===== src/rtl/mem_bus_sequencer_pkg.sv =====
`default_nettype none
// ============================================================================
// Module   : mem_bus_sequencer_pkg
// Purpose  : Shared definitions for the two-requester memory bus sequencer.
//            Holds the sequencer state encoding, requester side constants
//            and the fixed address/data widths of the shared RAM port.
// Revision : 1.0 - initial release
// ============================================================================
package mem_bus_sequencer_pkg;

    // Fixed widths of the shared memory port and requester data path
    localparam int ADDR_W = 20;
    localparam int BYTE_W = 8;
    localparam int WORD_W = 16;

    // Requester identifiers (also the encoding of last_b)
    localparam logic SIDE_A = 1'b0;
    localparam logic SIDE_B = 1'b1;

    // Sequencer states: one IDLE/arbitration cycle, low byte, optional
    // high byte, then a finish cycle that collects the last read byte.
    typedef enum logic [1:0] {
        ST_IDLE = 2'd0,
        ST_LO   = 2'd1,
        ST_HI   = 2'd2,
        ST_FIN  = 2'd3
    } seq_state_e;

endpackage
`default_nettype wire


===== src/rtl/mem_bus_sequencer.sv =====
`default_nettype none
// ============================================================================
// Module   : mem_bus_sequencer
// Purpose  : Shares one 8-bit synchronous RAM port between requester A
//            (CPU core) and requester B (DMA/video agent). Round-robin
//            arbitration, little-endian byte/word reads and writes, word
//            accesses split into two byte cycles.
// Ports    :
//   clock, reset           - clock (posedge), async active-high reset
//   a_req/b_req            - request, held until the matching ack
//   a_addr/b_addr [19:0]   - byte address of the first (low) byte
//   a_wdata/b_wdata [15:0] - write data, byte writes use [7:0]
//   a_we/b_we              - 1 = write, 0 = read
//   a_bit16/b_bit16        - 1 = word access, 0 = byte access
//   a_ack/b_ack            - one-cycle completion pulse
//   rdata [15:0]           - read result, valid in the ack cycle
//   busy                   - sequencer not idle
//   last_b                 - most recent grant went to B
//   mem_address [19:0]     - RAM address
//   mem_in [7:0]           - RAM read data (one cycle after address)
//   mem_out [7:0]          - RAM write data
//   mem_wren               - RAM write enable
// Revision : 1.0 - initial release
// ============================================================================
module mem_bus_sequencer
    import mem_bus_sequencer_pkg::*;
(
    input  logic              clock,
    input  logic              reset,

    input  logic              a_req,
    input  logic [ADDR_W-1:0] a_addr,
    input  logic [WORD_W-1:0] a_wdata,
    input  logic              a_we,
    input  logic              a_bit16,
    output logic              a_ack,

    input  logic              b_req,
    input  logic [ADDR_W-1:0] b_addr,
    input  logic [WORD_W-1:0] b_wdata,
    input  logic              b_we,
    input  logic              b_bit16,
    output logic              b_ack,

    output logic [WORD_W-1:0] rdata,
    output logic              busy,
    output logic              last_b,

    output logic [ADDR_W-1:0] mem_address,
    input  logic [BYTE_W-1:0] mem_in,
    output logic [BYTE_W-1:0] mem_out,
    output logic              mem_wren
);

    // ------------------------------------------------------------------
    // Registered state
    // ------------------------------------------------------------------
    seq_state_e        r_state;
    logic              r_side;
    logic [ADDR_W-1:0] r_addr;
    logic [WORD_W-1:0] r_wdata;
    logic              r_we;
    logic              r_bit16;
    logic              r_a_ack;
    logic              r_b_ack;
    logic [WORD_W-1:0] r_rdata;
    logic              r_busy;
    logic              r_last_b;
    logic [ADDR_W-1:0] r_mem_address;
    logic [BYTE_W-1:0] r_mem_out;
    logic              r_mem_wren;

    // ------------------------------------------------------------------
    // Next-state values
    // ------------------------------------------------------------------
    seq_state_e        w_state_nxt;
    logic              w_side_nxt;
    logic [ADDR_W-1:0] w_addr_nxt;
    logic [WORD_W-1:0] w_wdata_nxt;
    logic              w_we_nxt;
    logic              w_bit16_nxt;
    logic              w_a_ack_nxt;
    logic              w_b_ack_nxt;
    logic [WORD_W-1:0] w_rdata_nxt;
    logic              w_busy_nxt;
    logic              w_last_b_nxt;
    logic [ADDR_W-1:0] w_mem_address_nxt;
    logic [BYTE_W-1:0] w_mem_out_nxt;
    logic              w_mem_wren_nxt;

    // Arbitration result and the selected requester's fields
    logic              w_grant;
    logic              w_pick;
    logic [ADDR_W-1:0] w_req_addr;
    logic [WORD_W-1:0] w_req_wdata;
    logic              w_req_we;
    logic              w_req_bit16;

    // ------------------------------------------------------------------
    // State register (all outputs come straight from these flops)
    // ------------------------------------------------------------------
    always_ff @(posedge clock or posedge reset) begin
        if (reset) begin
            r_state       <= ST_IDLE;
            r_side        <= SIDE_A;
            r_addr        <= '0;
            r_wdata       <= '0;
            r_we          <= 1'b0;
            r_bit16       <= 1'b0;
            r_a_ack       <= 1'b0;
            r_b_ack       <= 1'b0;
            r_rdata       <= '0;
            r_busy        <= 1'b0;
            // Starting as "B went last" gives A the first tie.
            r_last_b      <= SIDE_B;
            r_mem_address <= '0;
            r_mem_out     <= '0;
            r_mem_wren    <= 1'b0;
        end else begin
            r_state       <= w_state_nxt;
            r_side        <= w_side_nxt;
            r_addr        <= w_addr_nxt;
            r_wdata       <= w_wdata_nxt;
            r_we          <= w_we_nxt;
            r_bit16       <= w_bit16_nxt;
            r_a_ack       <= w_a_ack_nxt;
            r_b_ack       <= w_b_ack_nxt;
            r_rdata       <= w_rdata_nxt;
            r_busy        <= w_busy_nxt;
            r_last_b      <= w_last_b_nxt;
            r_mem_address <= w_mem_address_nxt;
            r_mem_out     <= w_mem_out_nxt;
            r_mem_wren    <= w_mem_wren_nxt;
        end
    end

    // ------------------------------------------------------------------
    // Next-state / output logic
    // ------------------------------------------------------------------
    always_comb begin
        w_state_nxt       = r_state;
        w_side_nxt        = r_side;
        w_addr_nxt        = r_addr;
        w_wdata_nxt       = r_wdata;
        w_we_nxt          = r_we;
        w_bit16_nxt       = r_bit16;
        w_a_ack_nxt       = 1'b0;
        w_b_ack_nxt       = 1'b0;
        w_rdata_nxt       = r_rdata;
        w_last_b_nxt      = r_last_b;
        w_mem_address_nxt = r_mem_address;
        w_mem_out_nxt     = r_mem_out;
        w_mem_wren_nxt    = 1'b0;     // write enable only lives for one state
        w_grant           = 1'b0;
        w_pick            = SIDE_A;
        w_req_addr        = a_addr;
        w_req_wdata       = a_wdata;
        w_req_we          = a_we;
        w_req_bit16       = a_bit16;

        case (r_state)
            ST_IDLE: begin
                // In the ack cycle the finished requester still holds req;
                // arbitrating now would replay its access.
                if (!(r_a_ack || r_b_ack)) begin
                    w_grant = a_req | b_req;
                    if (a_req && b_req) begin
                        w_pick = ~r_last_b;
                    end else begin
                        w_pick = b_req ? SIDE_B : SIDE_A;
                    end
                end

                if (w_pick == SIDE_B) begin
                    w_req_addr  = b_addr;
                    w_req_wdata = b_wdata;
                    w_req_we    = b_we;
                    w_req_bit16 = b_bit16;
                end

                if (w_grant) begin
                    w_side_nxt        = w_pick;
                    w_addr_nxt        = w_req_addr;
                    w_wdata_nxt       = w_req_wdata;
                    w_we_nxt          = w_req_we;
                    w_bit16_nxt       = w_req_bit16;
                    w_last_b_nxt      = w_pick;
                    w_mem_address_nxt = w_req_addr;
                    w_state_nxt       = ST_LO;
                    if (w_req_we) begin
                        w_mem_out_nxt  = w_req_wdata[7:0];
                        w_mem_wren_nxt = 1'b1;
                    end
                end
            end

            ST_LO: begin
                if (r_bit16) begin
                    // 20-bit add wraps 0xFFFFF to 0x00000 naturally
                    w_mem_address_nxt = r_addr + {{(ADDR_W-1){1'b0}}, 1'b1};
                    w_state_nxt       = ST_HI;
                    if (r_we) begin
                        w_mem_out_nxt  = r_wdata[15:8];
                        w_mem_wren_nxt = 1'b1;
                    end
                end else begin
                    w_state_nxt = ST_FIN;
                end
            end

            ST_HI: begin
                // Low byte, addressed during LO, is on mem_in now
                if (!r_we) begin
                    w_rdata_nxt[7:0] = mem_in;
                end
                w_state_nxt = ST_FIN;
            end

            ST_FIN: begin
                if (!r_we) begin
                    if (r_bit16) begin
                        w_rdata_nxt[15:8] = mem_in;
                    end else begin
                        w_rdata_nxt = {{(WORD_W-BYTE_W){1'b0}}, mem_in};
                    end
                end
                if (r_side == SIDE_B) begin
                    w_b_ack_nxt = 1'b1;
                end else begin
                    w_a_ack_nxt = 1'b1;
                end
                w_state_nxt = ST_IDLE;
            end

            default: begin
                w_state_nxt = ST_IDLE;
            end
        endcase

        w_busy_nxt = (w_state_nxt != ST_IDLE);
    end

    // ------------------------------------------------------------------
    // Outputs
    // ------------------------------------------------------------------
    assign a_ack       = r_a_ack;
    assign b_ack       = r_b_ack;
    assign rdata       = r_rdata;
    assign busy        = r_busy;
    assign last_b      = r_last_b;
    assign mem_address = r_mem_address;
    assign mem_out     = r_mem_out;
    assign mem_wren    = r_mem_wren;

endmodule
`default_nettype wire


===== config.mk =====
export PLATFORM = sky130hd
export DESIGN_NAME = mem_bus_sequencer
export DESIGN_NICKNAME = d
export VERILOG_FILES = /design/src/rtl/mem_bus_sequencer_pkg.sv /design/src/rtl/mem_bus_sequencer.sv
export SDC_FILE = /design/constraint.sdc
export NUM_CORES = 1
export LEC_CHECK = 0
export ABC_CLOCK_PERIOD_IN_PS = 3900
export BUFFER_PORTS_ARGS = -buffer_cell sky130_fd_sc_hd__buf_4
export CORE_MARGIN = 1
export CORE_UTILIZATION = 55
export CTS_BUF_LIST = sky130_fd_sc_hd__clkbuf_16
export DETAILED_ROUTE_END_ITERATION = 10
export GPL_ROUTABILITY_DRIVEN = 0
export HOLD_SLACK_MARGIN = 0.15
export PLACE_DENSITY = 0.86
export SKIP_LAST_GASP = 1
export SYNTH_ARGS = -nofsm -noshare
export SYNTH_HDL_FRONTEND = slang
export SYNTH_SLANG_ARGS = --single-unit

===== constraint.sdc =====
create_clock -name clock -period 3.9 [get_ports clock]
set_input_delay 0.39 -clock clock [delete_from_list [all_inputs] [get_ports clock]]
set_output_delay 0.39 -clock clock [all_outputs]
set_load 0.02 [all_outputs]

# After elaboration in Yosys (flattened, before gate mapping)

Index checks and enable logic that the tools add are counted.

Bits in registers: 90
Input bits: 88
Output and inout port bits: 49
Logic and storage cells: 76

$add $sub $neg: 1
Equal/unequal tests: 10
Multiplexer cells: 36
Bitwise logic cells: 3
Reduce and logical (&&, ||, !) cells: 11

Operator list:

| kind                                                                    | count |
|---|---|
| 8-bit two-way mux                                                       | 8 |
| 20-bit two-way mux                                                      | 3 |
| 20-bit one-hot mux with 2 select lines                                  | 1 |
| 8-bit one-hot mux with 2 select lines                                   | 2 |
| 20-bit by 1-bit adder with 20-bit output, second input constant         | 1 |
| 1-bit two-way mux                                                       | 18 |
| 16-bit two-way mux                                                      | 1 |
| 2-bit inequality test, second input constant                            | 5 |
| 2-bit one-hot mux with 4 select lines                                   | 1 |
| 2-bit nonzero test                                                      | 3 |
| 5-bit AND reduction                                                     | 1 |
| 2-bit == test, second input constant                                    | 2 |
| 2-bit by 1-bit inequality test with 1-bit output, second input constant | 2 |
| 2-bit AND reduction                                                     | 2 |
| 4-bit AND reduction                                                     | 1 |
| 3-bit AND reduction                                                     | 1 |
| 2-bit by 1-bit == test with 1-bit output, second input constant         | 1 |
| 2-bit zero test                                                         | 1 |
| 2-bit two-way mux                                                       | 1 |
| 1-bit inverter                                                          | 2 |
| 1-bit one-hot mux with 2 select lines                                   | 1 |
| 1-bit logical AND                                                       | 1 |
| 1-bit logical OR                                                        | 1 |
| 1-bit OR                                                                | 1 |

# Depth between registers and ports, before layout

Gate-level depths: netlist of run 1.

Word-level depth: 9
Depth in mapped cells: 10
Mapped depth without buffers: 7

# Least setup slack after synthesis of run 1

OpenSTA, ideal clock, no wires.

Kind: flip-flop to flip-flop
Start: register r_state[0]
End: register r_mem_out[0] (netlist: mem_out[0])
Library setup time: 0.125 ns
Arrival time: 1.775 ns
Data required time: 3.775 ns
Path slack: 1.999 ns
Stages on the path, launching flop included: 8
Path buffers: 2
Clock period less this slack: 1.901 ns
Cells stage by stage: dfrtp_1 -> inv_1 -> ha_1 -> clkbuf_1 -> nand2_2 -> a221o_1 -> buf_4 -> mux2_4

Word-level cells in the longest chain between the ends: 3
Elaborated cells between the ends (all ways): 9
Classes of those cells: 5 x eq/ne; 1 x mux; 3 x reduce/logical

RTL lines:

| item                                                                               | line                     | RTL |
|---|---|---|
| start, declared                                                                    | mem_bus_sequencer.sv:58  | `seq_state_e r_state;` |
| start signal, assigned                                                             | mem_bus_sequencer.sv:120 | `r_state <= w_state_nxt;` |
| 2-bit by 1-bit == test with 1-bit output / 2-bit zero test (equally long branches) | mem_bus_sequencer.sv:161 | `case (r_state)` |
| 2-bit inequality test (no line) (tied with other cells)                            | -                        |  |
| 5-bit AND reduction (no line)                                                      | -                        |  |
| end signal, assigned                                                               | mem_bus_sequencer.sv:132 | `r_mem_out <= w_mem_out_nxt;` |
| end, declared                                                                      | mem_bus_sequencer.sv:70  | `logic [BYTE_W-1:0] r_mem_out;` |

Parallel ways exist; a longest one is shown, timed or not.
A chain may end at the register's enable or synchronous reset.

# Worst setup path in the final report of run 1

Start: register r_b_ack (netlist: b_ack)
End: register r_mem_address[2] (netlist: mem_address[2])

Word-level cells in the longest chain between the ends: 6
Elaborated cells between the ends (all ways): 10
Classes of those cells: 1 x eq/ne; 7 x mux; 2 x reduce/logical

RTL lines:

| item                                   | line                     | RTL |
|---|---|---|
| start, declared                        | mem_bus_sequencer.sv:65  | `logic r_b_ack;` |
| start signal, assigned                 | mem_bus_sequencer.sv:127 | `r_b_ack <= w_b_ack_nxt;` |
| 1-bit logical OR (*)                   | mem_bus_sequencer.sv:165 | `if (!(r_a_ack \|\| r_b_ack)) begin` |
| 1-bit two-way mux                      | mem_bus_sequencer.sv:165 |  |
| 1-bit two-way mux                      | mem_bus_sequencer.sv:161 |  |
| 20-bit two-way mux                     | mem_bus_sequencer.sv:174 | `if (w_pick == SIDE_B) begin` |
| 20-bit two-way mux                     | mem_bus_sequencer.sv:181 | `if (w_grant) begin` |
| 20-bit one-hot mux with 2 select lines | mem_bus_sequencer.sv:161 |  |
| end signal, assigned                   | mem_bus_sequencer.sv:131 | `r_mem_address <= w_mem_address_nxt;` |
| end, declared                          | mem_bus_sequencer.sv:69  | `logic [ADDR_W-1:0] r_mem_address;` |

Every way passes the cells marked *; elsewhere a longest branch is shown, timed or not. The select of a mux whose other input is x is not followed.

==> flow_summary.html, run 1 <==
<table>
<tr><th>Metric</th><th>Value</th></tr>
<tr><th colspan="2">Logic synthesis</th></tr>
<tr><td>Post-synth EDFFs</td><td>0</td></tr>
<tr><td>Largest cells by area after synthesis</td><td>dfrtp_1 (49%), mux2i_1 (9.2%), nand2_1 (7.1%)</td></tr>
<tr><td>Commonest cells in the netlist</td><td>dfrtp_1 (81), nand2_1 (78), o21ai_0 (51)</td></tr>
<tr><td>Cell type with the highest aggregate area in the netlist</td><td>dfrtp_1</td></tr>
<tr><td>Most frequently used cell type in the post-synthesis netlist</td><td>dfrtp_1</td></tr>
<tr><td>Cell area after synthesis</td><td>around 0.004 sq mm</td></tr>
<tr><td>Syn_nets</td><td>slightly below 500</td></tr>
<tr><td>Most frequently used flop master after synthesis</td><td>dfrtp_1</td></tr>
<tr><td>Portion of the post-synthesis area used by sequential elements</td><td>approximately half</td></tr>
<tr><td>Synthesized netlist cell count</td><td>401</td></tr>
<tr><td>Proportion of register bits with asynchronous set or reset after synthesis</td><td>100%</td></tr>
<tr><td>Number of flip-flops and latches in the synthesized netlist</td><td>slightly above 80</td></tr>
<tr><td>Synth top area share</td><td>between 40% and 50%</td></tr>
<tr><td>Warnings, synthesis</td><td>0</td></tr>
<tr><td>Number of unique standard cell types used by synthesis</td><td>50</td></tr>
<tr><td>Average cell area after synthesis</td><td>10.3 sq um</td></tr>
<tr><th colspan="2">Global route</th></tr>
<tr><td>Total overflow reported by the global router</td><td>0</td></tr>
<tr><td>Overall routing resource usage</td><td>between 20% and 30%</td></tr>
<tr><td>Number of global-route vias before repair</td><td>~3400</td></tr>
<tr><td>Largest net degree at the start of global routing</td><td>62</td></tr>
<tr><td>Antenna violations before repair</td><td>0</td></tr>
<tr><td>Wire length of the first global-routing pass</td><td>15700 um</td></tr>
<tr><th colspan="2">Floorplan</th></tr>
<tr><td>Area enclosed by the die boundary</td><td>between 0.007 and 0.008 sq mm</td></tr>
<tr><td>Floorplan row count</td><td>31</td></tr>
<tr><td>I/O Pins</td><td>137</td></tr>
<tr><td>Initial core utilization</td><td>between 50% and 60%</td></tr>
<tr><td>Chip Height</td><td>about 89 um</td></tr>
<tr><td>Floorplan core area</td><td>around 0.0073 sq mm</td></tr>
<tr><td>Die outline width</td><td>between 80 and 90 um</td></tr>
<tr><th colspan="2">STA</th></tr>
<tr><td>Clock Skew</td><td>~0.0045 ns</td></tr>
<tr><td>Peak clock frequency supported by timing</td><td>~0.39 GHz</td></tr>
<tr><td>Number of setup violations in the final report</td><td>0</td></tr>
<tr><td>Smallest setup slack after layout</td><td>1.31 ns</td></tr>
<tr><td>Worst-case headroom to the max-slew limit</td><td>33.7%</td></tr>
<tr><td>Unrepaired setup endpoints after global routing</td><td>false</td></tr>
<tr><td>Final hold violation count</td><td>0</td></tr>
<tr><td>Final count of pins violating max slew</td><td>0</td></tr>
<tr><td>Final worst path period share</td><td>between 60% and 70%</td></tr>
<tr><td>Transition time at the pin with the least slew margin</td><td>between 0.9 and 1 ns</td></tr>
<tr><td>Setup TNS</td><td>0 ns</td></tr>
<tr><td>Minimum clock period</td><td>about 2.6 ns</td></tr>
<tr><th colspan="2">Detailed routing</th></tr>
<tr><td>Via/cell ratio</td><td>between 5 and 6</td></tr>
<tr><td>Vias</td><td>~3500</td></tr>
<tr><td>Post-DRT Antenna Nets</td><td>0</td></tr>
<tr><td>Remaining DRCs</td><td>0</td></tr>
<tr><td>Routed wire per std cell</td><td>about 16 um</td></tr>
<tr><td>Total routed wirelength</td><td>10100 um</td></tr>
<tr><td>Starting DRC count in detailed routing</td><td>approximately 140</td></tr>
<tr><td>Detailed-routing iteration count for the pre-antenna-repair pass</td><td>4</td></tr>
<tr><th colspan="2">CTS</th></tr>
<tr><td>Clock-pin slew of the registers on the worst-case setup and hold paths</td><td>about 0.06 ns</td></tr>
<tr><td>Post-CTS resize count</td><td>0</td></tr>
<tr><td>CTS max path bufs</td><td>2</td></tr>
<tr><td>Clock tree from TritonCTS</td><td>yes</td></tr>
<tr><td>H-tree level count</td><td>3</td></tr>
<tr><td>Hold buffer count at CTS</td><td>0</td></tr>
<tr><td>Root Buffer Master</td><td>clkbuf_16</td></tr>
<tr><td>CTS sink count</td><td>between 80 and 90</td></tr>
<tr><td>Number of buffers created by CTS</td><td>9</td></tr>
<tr><td>Clock latency on the worst-skew pair</td><td>around 0.33 ns</td></tr>
<tr><td>Buffer count from post-CTS setup fixing</td><td>0</td></tr>
<tr><th colspan="2">Power</th></tr>
<tr><td>Overall Power</td><td>4710 uW</td></tr>
<tr><td>Maximum ir drop on the vdd rail</td><td>just under 400 uV</td></tr>
<tr><td>Total power per unit cell area</td><td>about 860 mW/mm^2</td></tr>
<tr><td>Static leakage</td><td>0.00274 uW</td></tr>
<tr><th colspan="2">Cells and area</th></tr>
<tr><td>Syn-to-layout area delta</td><td>33.0%</td></tr>
<tr><td>Number of antenna repair diodes</td><td>0</td></tr>
<tr><td>Number of fill cells</td><td>between 400 and 500</td></tr>
<tr><td>Fraction of final layout cells sized beyond drive strength 1</td><td>between 30% and 40%</td></tr>
<tr><td>Number of nets in the finished design</td><td>between 600 and 700</td></tr>
<tr><td>Area of all placed cells without fillers</td><td>0.00548 sq mm</td></tr>
<tr><td>Utilization after layout</td><td>between 70 and 80%</td></tr>
<tr><th colspan="2">Critical path</th></tr>
<tr><td>Type of element capturing the critical path</td><td>flop</td></tr>
<tr><td>Crit-path max FO</td><td>29</td></tr>
<tr><td>Worst reg-to-reg setup slack</td><td>1.31 ns</td></tr>
<tr><td>Data required time of the critical path</td><td>between 4 and 5 ns</td></tr>
<tr><td>Type of the worst setup path</td><td>reg2reg</td></tr>
<tr><td>Critical register-to-register path endpoint</td><td>mem_address[2]$_DFFE_PP0P_</td></tr>
<tr><td>Arrival time worst endpoint</td><td>2.85 ns</td></tr>
<tr><td>R2r worst-path depth</td><td>4</td></tr>
<tr><td>Startpoint kind of the worst setup timing path</td><td>flop</td></tr>
<tr><td>Crit Reg-Reg Startpoint</td><td>b_ack$_DFF_PP0_</td></tr>
<tr><td>Launch point of the worst path</td><td>b_ack$_DFF_PP0_</td></tr>
<tr><th colspan="2">Job</th></tr>
<tr><td>MaxCap Viol Count</td><td>0</td></tr>
<tr><th colspan="2">Placed design</th></tr>
<tr><td>Place WS</td><td>1.43 ns</td></tr>
<tr><td>Standard cell area after detailed placement</td><td>0.00520 sq mm</td></tr>
<tr><td>Count of input and output buffers</td><td>~140</td></tr>
<tr><td>Placed wire-length estimate</td><td>just over 7000 um</td></tr>
<tr><th colspan="2">Hold path</th></tr>
<tr><td>Path type of the worst min-delay path</td><td>in2async</td></tr>
<tr><th colspan="2">Run status</th></tr>
<tr><td>Status</td><td>completed</td></tr>
</table>
==> layout make-up <==
class	count	area [sq um]	area share, %
Clock buffer	9	225	4.11
Clock inverter	6	58.8	1.07
Inverter	8	31.3	0.571
Multi-Input combinational cell	290	1940	35.4
Sequential cell	82	2050	37.4
Tap cell	99	124	2.26
Timing Repair Buffer	140	1050	19.2
==> cells by family (layout without fill, tap and decap cells) <==
| group | Yosys count | in the layout | synth area share [%] |
|---|---|---|---|
| xor gates and xnor gates | 13 | 13 | 2.76 |
| DFF | 82 | 82 | 49.8 |
| AOI/OAI and AO/OA | 83 | 83 | 11.8 |
| buffers and inverters | 29 | 163 | 3.19 |
| and+or+nand+nor | 127 | 127 | 14.4 |
| muxes | 62 | 62 | 16.5 |
| adders and majority gates | 5 | 5 | 1.52 |
==> critical path, cell delays in order (launching register included) <==
cell and delay [ns]:
dfrtp_1 0.44, o31ai_1 0.62, nand2_1 0.77, a211oi_1 0.56, a21o_1 0.13
==> metal layers <==
layer | GRT usage (%) | up-vias | routed length (um)
met5 | 0 | - | 0
met4 | 10.7 | 0 | 147
met3 | 3.73 | 12 | 473
met2 | 47.4 | 117 | 5230
met1 | 32.6 | 1716 | 4210
li1 | - | 1664 | -
==> sequential cells by signal, summed over array words and instances (netlist names), 2 cells and up <==
| name | flops |
|---|---|
| mem_out | 8 |
| rdata | 16 |
| mem_address | 20 |
| r_addr | 20 |
| r_state | 2 |
| r_wdata | 8 |
==> stage by stage <==
step	hold slack, ns	cells
final	0.228	634
after global routing	0.298	634
after CTS	0.249	634
after detailed placement	0.451	619
after global placement	0.425	619
after floorplan	0.417	401
==> how the worst max path moves through the flow <==
stage,end,slack [ns],cells past startpoint
after detailed placement,mem_address[2]$_DFFE_PP0P_,1.43,6
after global routing,mem_address[2]$_DFFE_PP0P_,1.14,4
after CTS,mem_address[2]$_DFFE_PP0P_,1.36,4
after floorplan,a_ack$_DFF_PP0_,1.40,1
final,mem_address[2]$_DFFE_PP0P_,1.31,4
after global placement,mem_address[1]$_DFFE_PP0P_,1.55,5
==> power breakdown <==
| part | internal [uW] | switching (uW) |
|---|---|---|
| clock network | 488 | 323 |
| registers | 1270 | 331 |
| logic | 1030 | 1270 |
==> placed cells by master, fill, tap and decap left out, drive strengths merged, types with 2 or more instances in the layout <==
| master | count |
|---|---|
| mux2i | 38 |
| and4 | 2 |
| o221ai | 8 |
| mux2 | 24 |
| nand2 | 79 |
| xnor2 | 6 |
| nor2 | 9 |
| nand2b | 3 |
| clkbuf | 9 |
| nand4 | 5 |
| clkinv | 6 |
| o21ai | 57 |
| xor2 | 7 |
| nor3 | 5 |
| nor3b | 2 |
| or3 | 3 |
| buf | 140 |
| a21oi | 6 |
| nand3 | 13 |
| inv | 6 |
| dfrtp | 81 |
| a21o | 3 |
| a22o | 2 |
| ha | 5 |
Note: power is estimated with default switching activity, not from simulation.
==> run 2: changes to the inputs <==
--- a/config.mk
+++ b/config.mk
@@ -5,15 +5,15 @@
 export SDC_FILE = /design/constraint.sdc
 export NUM_CORES = 1
 export LEC_CHECK = 0
-export ABC_CLOCK_PERIOD_IN_PS = 3900
+export ABC_CLOCK_PERIOD_IN_PS = 2290
 export BUFFER_PORTS_ARGS = -buffer_cell sky130_fd_sc_hd__buf_4
 export CORE_MARGIN = 1
-export CORE_UTILIZATION = 55
+export CORE_UTILIZATION = 46
 export CTS_BUF_LIST = sky130_fd_sc_hd__clkbuf_16
 export DETAILED_ROUTE_END_ITERATION = 10
 export GPL_ROUTABILITY_DRIVEN = 0
 export HOLD_SLACK_MARGIN = 0.15
-export PLACE_DENSITY = 0.86
+export PLACE_DENSITY = 0.77
 export SKIP_LAST_GASP = 1
 export SYNTH_ARGS = -nofsm -noshare
 export SYNTH_HDL_FRONTEND = slang
==> constraint.sdc (replaced) <==
create_clock -name clock -period 2.29 [get_ports clock]
set_input_delay 0.229 -clock clock [delete_from_list [all_inputs] [get_ports clock]]
set_output_delay 0.229 -clock clock [all_outputs]
set_load 0.02 [all_outputs]
==> flow_summary.html, run 2 (synthesized netlist as in run 1, its figures left out) <==
<table>
<tr><th>Metric</th><th>Value</th></tr>
<tr><th colspan="2">Critical path</th></tr>
<tr><td>Critical register-to-register path endpoint</td><td>mem_out[4]$_DFFE_PP0P_</td></tr>
<tr><td>R2r worst-path depth</td><td>5</td></tr>
<tr><td>Crit Reg-Reg Startpoint</td><td>last_b$_DFFE_PP1P_</td></tr>
<tr><td>Crit-path max FO</td><td>8</td></tr>
<tr><td>Number of buffer and inverter instances along the worst setup path</td><td>0</td></tr>
<tr><td>Critical-path top delay cell</td><td>a221o_1</td></tr>
<tr><td>Type of the worst setup path</td><td>reg2reg</td></tr>
<tr><td>Startpoint kind of the worst setup timing path</td><td>flop</td></tr>
<tr><td>Category of cells accounting for the largest share of critical-path delay</td><td>multiplexers</td></tr>
<tr><td>Worst reg-to-reg setup slack</td><td>~0.17 ns</td></tr>
<tr><td>Series of cell instances along the critical path</td><td>a21boi_1, nand2_2, mux2i_1, a221o_1, mux2_4</td></tr>
<tr><td>Type of element capturing the critical path</td><td>flop</td></tr>
<tr><td>Slowest stage delay, CP</td><td>between 0.5 and 0.6 ns</td></tr>
<tr><td>Data required time of the critical path</td><td>roughly 2.5 ns</td></tr>
<tr><td>Arrival time worst endpoint</td><td>between 2 and 2.5 ns</td></tr>
<tr><th colspan="2">STA</th></tr>
<tr><td>Worst-case headroom to the max-slew limit</td><td>58.8%</td></tr>
<tr><td>Setup TNS</td><td>0 ns</td></tr>
<tr><td>Final count of pins violating max slew</td><td>0</td></tr>
<tr><td>Number of setup violations in the final report</td><td>0</td></tr>
<tr><td>Peak clock frequency supported by timing</td><td>between 0.4 and 0.5 GHz</td></tr>
<tr><td>Clock Skew</td><td>about 0.0088 ns</td></tr>
<tr><td>Final worst path period share</td><td>between 90 and 100%</td></tr>
<tr><td>Final hold violation count</td><td>0</td></tr>
<tr><td>Unrepaired setup endpoints after global routing</td><td>false</td></tr>
<tr><td>Minimum clock period</td><td>approximately 2.1 ns</td></tr>
<tr><td>Worst slack on hold paths</td><td>~0.15 ns</td></tr>
<tr><td>Transition time at the pin with the least slew margin</td><td>0.617 ns</td></tr>
<tr><th colspan="2">Cells and area</th></tr>
<tr><td>Most common library cell in the layout ignoring fill and taps</td><td>buf_4</td></tr>
<tr><td>Number of fill cells</td><td>~700</td></tr>
<tr><td>Syn-to-layout area delta</td><td>37.5%</td></tr>
<tr><td>Leading cell types in the layout, fill and taps excluded</td><td>buf_4 (146), dfrtp_1 (81), nand2_1 (77), o21ai_0 (51), mux2i_1 (38)</td></tr>
<tr><td>Final standard cell count with taps included and fillers excluded</td><td>659</td></tr>
<tr><td>Number of nets in the finished design</td><td>639</td></tr>
<tr><td>Number of antenna repair diodes</td><td>0</td></tr>
<tr><td>Fraction of final layout cells sized beyond drive strength 1</td><td>roughly 35%</td></tr>
<tr><td>Utilization after layout</td><td>65.3%</td></tr>
<tr><th colspan="2">Placed design</th></tr>
<tr><td>Placed wire-length estimate</td><td>about 7000 um</td></tr>
<tr><td>Count of input and output buffers</td><td>about 140</td></tr>
<tr><td>Number of placed instances with taps included</td><td>635</td></tr>
<tr><th colspan="2">Detailed routing</th></tr>
<tr><td>Routed wire per std cell</td><td>14.9 um</td></tr>
<tr><td>Remaining DRCs</td><td>0</td></tr>
<tr><td>Starting DRC count in detailed routing</td><td>126</td></tr>
<tr><td>Total routed wirelength</td><td>~9800 um</td></tr>
<tr><td>Vias</td><td>around 3500</td></tr>
<tr><td>Post-DRT Antenna Nets</td><td>0</td></tr>
<tr><td>Via/cell ratio</td><td>~5.3</td></tr>
<tr><td>Detailed-routing iteration count for the pre-antenna-repair pass</td><td>4</td></tr>
<tr><th colspan="2">CTS</th></tr>
<tr><td>Clock latency on the worst-skew pair</td><td>0.33 ns</td></tr>
<tr><td>Number of buffers created by CTS</td><td>9</td></tr>
<tr><td>Root Buffer Master</td><td>clkbuf_16</td></tr>
<tr><td>Clock tree from TritonCTS</td><td>yes</td></tr>
<tr><td>CTS max path bufs</td><td>2</td></tr>
<tr><td>Buffer count from post-CTS setup fixing</td><td>0</td></tr>
<tr><td>H-tree level count</td><td>3</td></tr>
<tr><td>Clock-pin slew of the registers on the worst-case setup and hold paths</td><td>about 0.06 ns</td></tr>
<tr><td>CTS sink count</td><td>82</td></tr>
<tr><th colspan="2">Global route</th></tr>
<tr><td>Overall routing resource usage</td><td>22.1%</td></tr>
<tr><td>Wire length of the first global-routing pass</td><td>roughly 17000 um</td></tr>
<tr><td>Largest net degree at the start of global routing</td><td>62</td></tr>
<tr><td>Number of global-route vias before repair</td><td>3431</td></tr>
<tr><td>Antenna violations before repair</td><td>0</td></tr>
<tr><td>Total overflow reported by the global router</td><td>0</td></tr>
<tr><th colspan="2">Floorplan</th></tr>
<tr><td>Floorplan core area</td><td>0.00868 sq mm</td></tr>
<tr><td>Floorplan row count</td><td>34</td></tr>
<tr><td>Area enclosed by the die boundary</td><td>0.00934 sq mm</td></tr>
<tr><td>Die outline width</td><td>between 90 and 100 um</td></tr>
<tr><td>I/O Pins</td><td>about 140</td></tr>
<tr><td>Initial core utilization</td><td>47.5%</td></tr>
<tr><td>Chip Height</td><td>approximately 97 um</td></tr>
<tr><th colspan="2">Power</th></tr>
<tr><td>Overall Power</td><td>between 8000 and 9000 uW</td></tr>
<tr><td>Total power per unit cell area</td><td>between 1000 and 1500 mW/mm^2</td></tr>
<tr><td>Maximum ir drop on the vdd rail</td><td>approximately 650 uV</td></tr>
<tr><td>Static leakage</td><td>between 0.002 and 0.003 uW</td></tr>
<tr><th colspan="2">Hold path</th></tr>
<tr><td>Path type of the worst min-delay path</td><td>in2reg</td></tr>
<tr><td>Hold Path Cell Cnt</td><td>3</td></tr>
<tr><td>Terminating pin of the worst hold path</td><td>rdata[14]$_DFFE_PP0P_</td></tr>
<tr><td>Worst Hold Launch</td><td>mem_in[6]</td></tr>
<tr><th colspan="2">Job</th></tr>
<tr><td>MaxCap Viol Count</td><td>0</td></tr>
<tr><th colspan="2">Run status</th></tr>
<tr><td>Status</td><td>completed</td></tr>
</table>
run 2: cell count changes in the layout (fill, tap and decap cells not counted):
cell / previous run / this run
bufinv_16: 1 / 2
buf_12: 0 / 1
inv_1: 6 / 7
dlygate4sd3_1: 0 / 8
clkinv_1: 3 / 2
clkinvlp_4: 1 / 2
buf_4: 140 / 146
clkinv_4: 1 / 0
run 2: worst reg2reg max path, stage by stage (launching register included):
cell	delay (ns)
dfstp_2	0.54
a21boi_1	0.10
nand2_2	0.13
mux2i_1	0.33
a221o_1	0.57
mux2_4	0.35
run 2: area by class of cell:
cell class,count,area (sq um),area share (%)
clock inverters,7,85.1,1.50
inverters,8,33.8,0.596
flip-flops and latches,82,2050,36.2
clock buffers,9,225,3.97
repair buffers,155,1200,21.1
multi-input cells,290,1940,34.2
well taps,108,135,2.38
run 2: repair_timing:
action	4_1_cts	5_1_grt
hold endpoints to repair	88	0
gates resized for setup	0	0
hold buffers	8	0
run 2: power by group:
part	leakage, uW	switching [uW]	internal, uW	total, uW
clock	0.000154	555	943	1500
combinational	0.00166	2160	1840	4000
sequential	0.00101	526	2170	2690
total	0.00282	3240	4950	8180
run 2: through the flow:
step | setup slack (ns) | area (sq um)
floorplan | 0.389 | 4130
global placement | 0.283 | 5280
detailed placement | 0.152 | 5280
CTS | 0.150 | 5670
global route | 0.0676 | 5670
finish | 0.166 | 5670
run 2: per-layer routing:
metal	track usage (%)	vias to the layer above	routed length, um
met5	0	-	0
met2	35.3	104	4760
met3	3.90	16	493
li1	-	1702	-
met4	7.81	0	187
met1	30.3	1658	4390
run 2: how the worst max path moves through the flow:
stage	slack, ns	cells past startpoint	to	startpoint
after CTS	0.15	5	mem_out[4]$_DFFE_PP0P_	last_b$_DFFE_PP1P_
after global placement	0.28	5	mem_out[6]$_DFFE_PP0P_	last_b$_DFFE_PP1P_
after floorplan	0.39	7	mem_out[0]$_DFFE_PP0P_	r_state[0]$_DFF_PP0_
after global routing	0.07	5	mem_out[0]$_DFFE_PP0P_	last_b$_DFFE_PP1P_
final	0.17	5	mem_out[4]$_DFFE_PP0P_	last_b$_DFFE_PP1P_
after detailed placement	0.15	5	mem_out[4]$_DFFE_PP0P_	last_b$_DFFE_PP1P_
==> run 3: changes to the inputs <==
--- a/config.mk
+++ b/config.mk
@@ -5,15 +5,17 @@
 export SDC_FILE = /design/constraint.sdc
 export NUM_CORES = 1
 export LEC_CHECK = 0
-export ABC_CLOCK_PERIOD_IN_PS = 2290
+export ABC_CLOCK_PERIOD_IN_PS = 2550
 export BUFFER_PORTS_ARGS = -buffer_cell sky130_fd_sc_hd__buf_4
+export CELL_PAD_IN_SITES_DETAIL_PLACEMENT = 0
+export CELL_PAD_IN_SITES_GLOBAL_PLACEMENT = 1
 export CORE_MARGIN = 1
-export CORE_UTILIZATION = 46
+export CORE_UTILIZATION = 41
 export CTS_BUF_LIST = sky130_fd_sc_hd__clkbuf_16
 export DETAILED_ROUTE_END_ITERATION = 10
 export GPL_ROUTABILITY_DRIVEN = 0
 export HOLD_SLACK_MARGIN = 0.15
-export PLACE_DENSITY = 0.77
+export PLACE_DENSITY_LB_ADDON = 0.1
 export SKIP_LAST_GASP = 1
 export SYNTH_ARGS = -nofsm -noshare
 export SYNTH_HDL_FRONTEND = slang
==> constraint.sdc (replaced) <==
create_clock -name clock -period 2.55 [get_ports clock]
set_input_delay 0.255 -clock clock [delete_from_list [all_inputs] [get_ports clock]]
set_output_delay 0.255 -clock clock [all_outputs]
set_load 0.02 [all_outputs]
==> flow_summary.html, run 3 (synthesized netlist as in run 1, its figures left out) <==
<table>
<tr><th>Metric</th><th>Value</th></tr>
<tr><th colspan="2">Run status</th></tr>
<tr><td>Status</td><td>completed</td></tr>
<tr><th colspan="2">Floorplan</th></tr>
<tr><td>Area enclosed by the die boundary</td><td>around 0.010 sq mm</td></tr>
<tr><td>Floorplan row count</td><td>36</td></tr>
<tr><td>Initial core utilization</td><td>a little over two fifths</td></tr>
<tr><td>Chip Height</td><td>approximately 100 um</td></tr>
<tr><td>I/O Pins</td><td>between 100 and 150</td></tr>
<tr><td>Floorplan core area</td><td>0.00977 sq mm</td></tr>
<tr><td>Die outline width</td><td>102 um</td></tr>
<tr><th colspan="2">Cells and area</th></tr>
<tr><td>Number of nets in the finished design</td><td>630</td></tr>
<tr><td>Most common library cell in the layout ignoring fill and taps</td><td>buf_4</td></tr>
<tr><td>Syn-to-layout area delta</td><td>36.1%</td></tr>
<tr><td>Number of fill cells</td><td>874</td></tr>
<tr><td>Number of antenna repair diodes</td><td>0</td></tr>
<tr><td>Fraction of final layout cells sized beyond drive strength 1</td><td>around a third</td></tr>
<tr><td>Final standard cell count with taps included and fillers excluded</td><td>between 600 and 700</td></tr>
<tr><td>Leading cell types in the layout, fill and taps excluded</td><td>buf_4 (141), dfrtp_1 (81), nand2_1 (77), o21ai_0 (51), mux2i_1 (38)</td></tr>
<tr><th colspan="2">Detailed routing</th></tr>
<tr><td>Total routed wirelength</td><td>a little under 10000 um</td></tr>
<tr><td>Vias</td><td>approximately 3400</td></tr>
<tr><td>Routed wire per std cell</td><td>roughly 15 um</td></tr>
<tr><td>Remaining DRCs</td><td>0</td></tr>
<tr><td>Detailed-routing iteration count for the pre-antenna-repair pass</td><td>4</td></tr>
<tr><td>Via/cell ratio</td><td>around 5</td></tr>
<tr><td>Post-DRT Antenna Nets</td><td>0</td></tr>
<tr><td>Starting DRC count in detailed routing</td><td>65</td></tr>
<tr><th colspan="2">Critical path</th></tr>
<tr><td>Slowest stage delay, CP</td><td>between 0.5 and 0.6 ns</td></tr>
<tr><td>Startpoint kind of the worst setup timing path</td><td>flop</td></tr>
<tr><td>Category of cells accounting for the largest share of critical-path delay</td><td>simple AND/OR/NAND/NOR gates</td></tr>
<tr><td>Crit-path max FO</td><td>6</td></tr>
<tr><td>Number of buffer and inverter instances along the worst setup path</td><td>0</td></tr>
<tr><td>Path length in cells of the critical path</td><td>6</td></tr>
<tr><td>Type of the worst setup path</td><td>reg2reg</td></tr>
<tr><td>Critical-path top delay cell</td><td>nor3_1</td></tr>
<tr><td>Arrival time worst endpoint</td><td>approximately 2.3 ns</td></tr>
<tr><td>R2r worst-path depth</td><td>6</td></tr>
<tr><td>Series of cell instances along the critical path</td><td>ha_1, nand3_2, nor3_1, nand4_1, mux2i_1, a211o_1</td></tr>
<tr><td>Type of element capturing the critical path</td><td>flop</td></tr>
<tr><td>Data required time of the critical path</td><td>about 2.8 ns</td></tr>
<tr><th colspan="2">Job</th></tr>
<tr><td>MaxCap Viol Count</td><td>0</td></tr>
<tr><th colspan="2">STA</th></tr>
<tr><td>Setup TNS</td><td>0 ns</td></tr>
<tr><td>Transition time at the pin with the least slew margin</td><td>about 0.76 ns</td></tr>
<tr><td>Worst-case headroom to the max-slew limit</td><td>between 40 and 50%</td></tr>
<tr><td>Unrepaired setup endpoints after global routing</td><td>false</td></tr>
<tr><td>Final count of pins violating max slew</td><td>0</td></tr>
<tr><td>Number of setup violations in the final report</td><td>0</td></tr>
<tr><td>Final hold violation count</td><td>0</td></tr>
<tr><td>Final worst path period share</td><td>83.0%</td></tr>
<tr><td>Minimum clock period</td><td>2.12 ns</td></tr>
<tr><td>Worst slack on hold paths</td><td>0.168 ns</td></tr>
<tr><td>Clock Skew</td><td>~0.0082 ns</td></tr>
<tr><td>Peak clock frequency supported by timing</td><td>between 0.4 and 0.5 GHz</td></tr>
<tr><th colspan="2">Global route</th></tr>
<tr><td>Number of global-route vias before repair</td><td>between 3000 and 4000</td></tr>
<tr><td>Largest net degree at the start of global routing</td><td>62</td></tr>
<tr><td>Overall routing resource usage</td><td>roughly 20%</td></tr>
<tr><td>Wire length of the first global-routing pass</td><td>between 15000 and 20000 um</td></tr>
<tr><td>Antenna violations before repair</td><td>0</td></tr>
<tr><td>Total overflow reported by the global router</td><td>0</td></tr>
<tr><th colspan="2">Hold path</th></tr>
<tr><td>Hold Path Cell Cnt</td><td>2</td></tr>
<tr><td>Path type of the worst min-delay path</td><td>in2reg</td></tr>
<tr><th colspan="2">CTS</th></tr>
<tr><td>Buffer count from post-CTS setup fixing</td><td>0</td></tr>
<tr><td>Clock tree from TritonCTS</td><td>yes</td></tr>
<tr><td>CTS max path bufs</td><td>2</td></tr>
<tr><td>Clock-pin slew of the registers on the worst-case setup and hold paths</td><td>approximately 0.07 ns</td></tr>
<tr><td>CTS sink count</td><td>82</td></tr>
<tr><td>Clock latency on the worst-skew pair</td><td>0.33 ns</td></tr>
<tr><td>Number of buffers created by CTS</td><td>9</td></tr>
<tr><td>Root Buffer Master</td><td>clkbuf_16</td></tr>
<tr><td>H-tree level count</td><td>3</td></tr>
<tr><th colspan="2">Power</th></tr>
<tr><td>Part of the power in combinational logic</td><td>48.9%</td></tr>
<tr><td>Clock power share</td><td>approximately 18%</td></tr>
<tr><td>Sequential fraction of design power</td><td>around 34%</td></tr>
<tr><td>Int Power</td><td>4330 uW</td></tr>
<tr><td>Static leakage</td><td>0.00279 uW</td></tr>
<tr><td>Switching fraction of total power</td><td>roughly 40%</td></tr>
<tr><td>Total power per unit cell area</td><td>between 1000 and 1500 mW/mm^2</td></tr>
<tr><td>Maximum ir drop on the vdd rail</td><td>434 uV</td></tr>
<tr><td>P_sw</td><td>2900 uW</td></tr>
<tr><th colspan="2">Placed design</th></tr>
<tr><td>Placed wire-length estimate</td><td>6970 um</td></tr>
<tr><td>Number of placed instances with taps included</td><td>between 600 and 700</td></tr>
<tr><td>Count of input and output buffers</td><td>between 100 and 150</td></tr>
</table>
-- run 3: cell count changes in the layout (fill, tap and decap cells not counted) --
cell and change:
bufinv_16 -1, clkinv_2 +1, clkinvlp_4 -1, buf_12 +1, dlygate4sd3_1 -5, clkinv_1 -1
buf_4 -5, clkinv_4 +1, inv_1 +1
-- run 3: layout make-up --
| type | count | area (sq um) | share of cell area, % |
|---|---|---|---|
| clock buffers | 9 | 225 | 4.02 |
| flip-flops and latches | 82 | 2050 | 36.6 |
| inverters | 8 | 31.3 | 0.558 |
| clock inverters | 7 | 63.8 | 1.14 |
| well taps | 133 | 166 | 2.97 |
| repair buffers | 146 | 1130 | 20.1 |
| multi-input cells | 290 | 1940 | 34.6 |
-- run 3: what timing repair did --
action	CTS	global route
hold buffers	3	0
hold endpoints to repair	43	0
gates resized for setup	0	0
-- run 3: power groups by stage --
stage / Combinational [uW] / Sequential [uW] / Clock [uW]
after CTS: 3600 / 2430 / 1290
after global placement: 3500 / 2430 / 0
after floorplan: 2040 / 2770 / 0
after global routing: 3910 / 2530 / 1360
final: 3530 / 2430 / 1270
after detailed placement: 3590 / 2440 / 0
-- run 3: through the flow --
| step | total power [uW] | util, % | setup slack (ns) | instance area [sq um] |
|---|---|---|---|---|
| 6_report | 7230 | 57.4 | 0.433 | 5610 |
| 2_1_floorplan | 4800 | - | 0.188 | 4120 |
| 5_1_grt | 7790 | 57.4 | 0.244 | 5610 |
| 3_5_place_dp | 6030 | 54.1 | 0.427 | 5290 |
| 3_3_place_gp | 5920 | 54.1 | 0.510 | 5290 |
| 4_1_cts | 7320 | 57.4 | 0.396 | 5610 |
-- run 3: final timing paths --
kind / startpoint / to / slack [ns]
max: r_addr[0]$_DFFE_PP0P_ / mem_address[16]$_DFFE_PP0P_ / 0.43
min: mem_in[5] / rdata[5]$_DFFE_PP0P_ / 0.17
max reg2reg: r_addr[0]$_DFFE_PP0P_ / mem_address[16]$_DFFE_PP0P_ / 0.43
min reg2reg: r_side$_DFFE_PP0P_ / a_ack$_DFF_PP0_ / 0.47
max in group asynchronous: reset / r_addr[9]$_DFFE_PP0P_ / 1.28
min in group asynchronous: reset / rdata[1]$_DFFE_PP0P_ / 0.61
-- run 3: per-layer routing --
| metal | part of all wire (%) | track usage, % | up-vias |
|---|---|---|---|
| met1 | 46 | 26.0 | 1572 |
| met2 | 49 | 33.0 | 94 |
| met5 | 0 | 0 | - |
| li1 | - | - | 1689 |
| met4 | 1.6 | 8.46 | 0 |
| met3 | 3.7 | 2.87 | 13 |
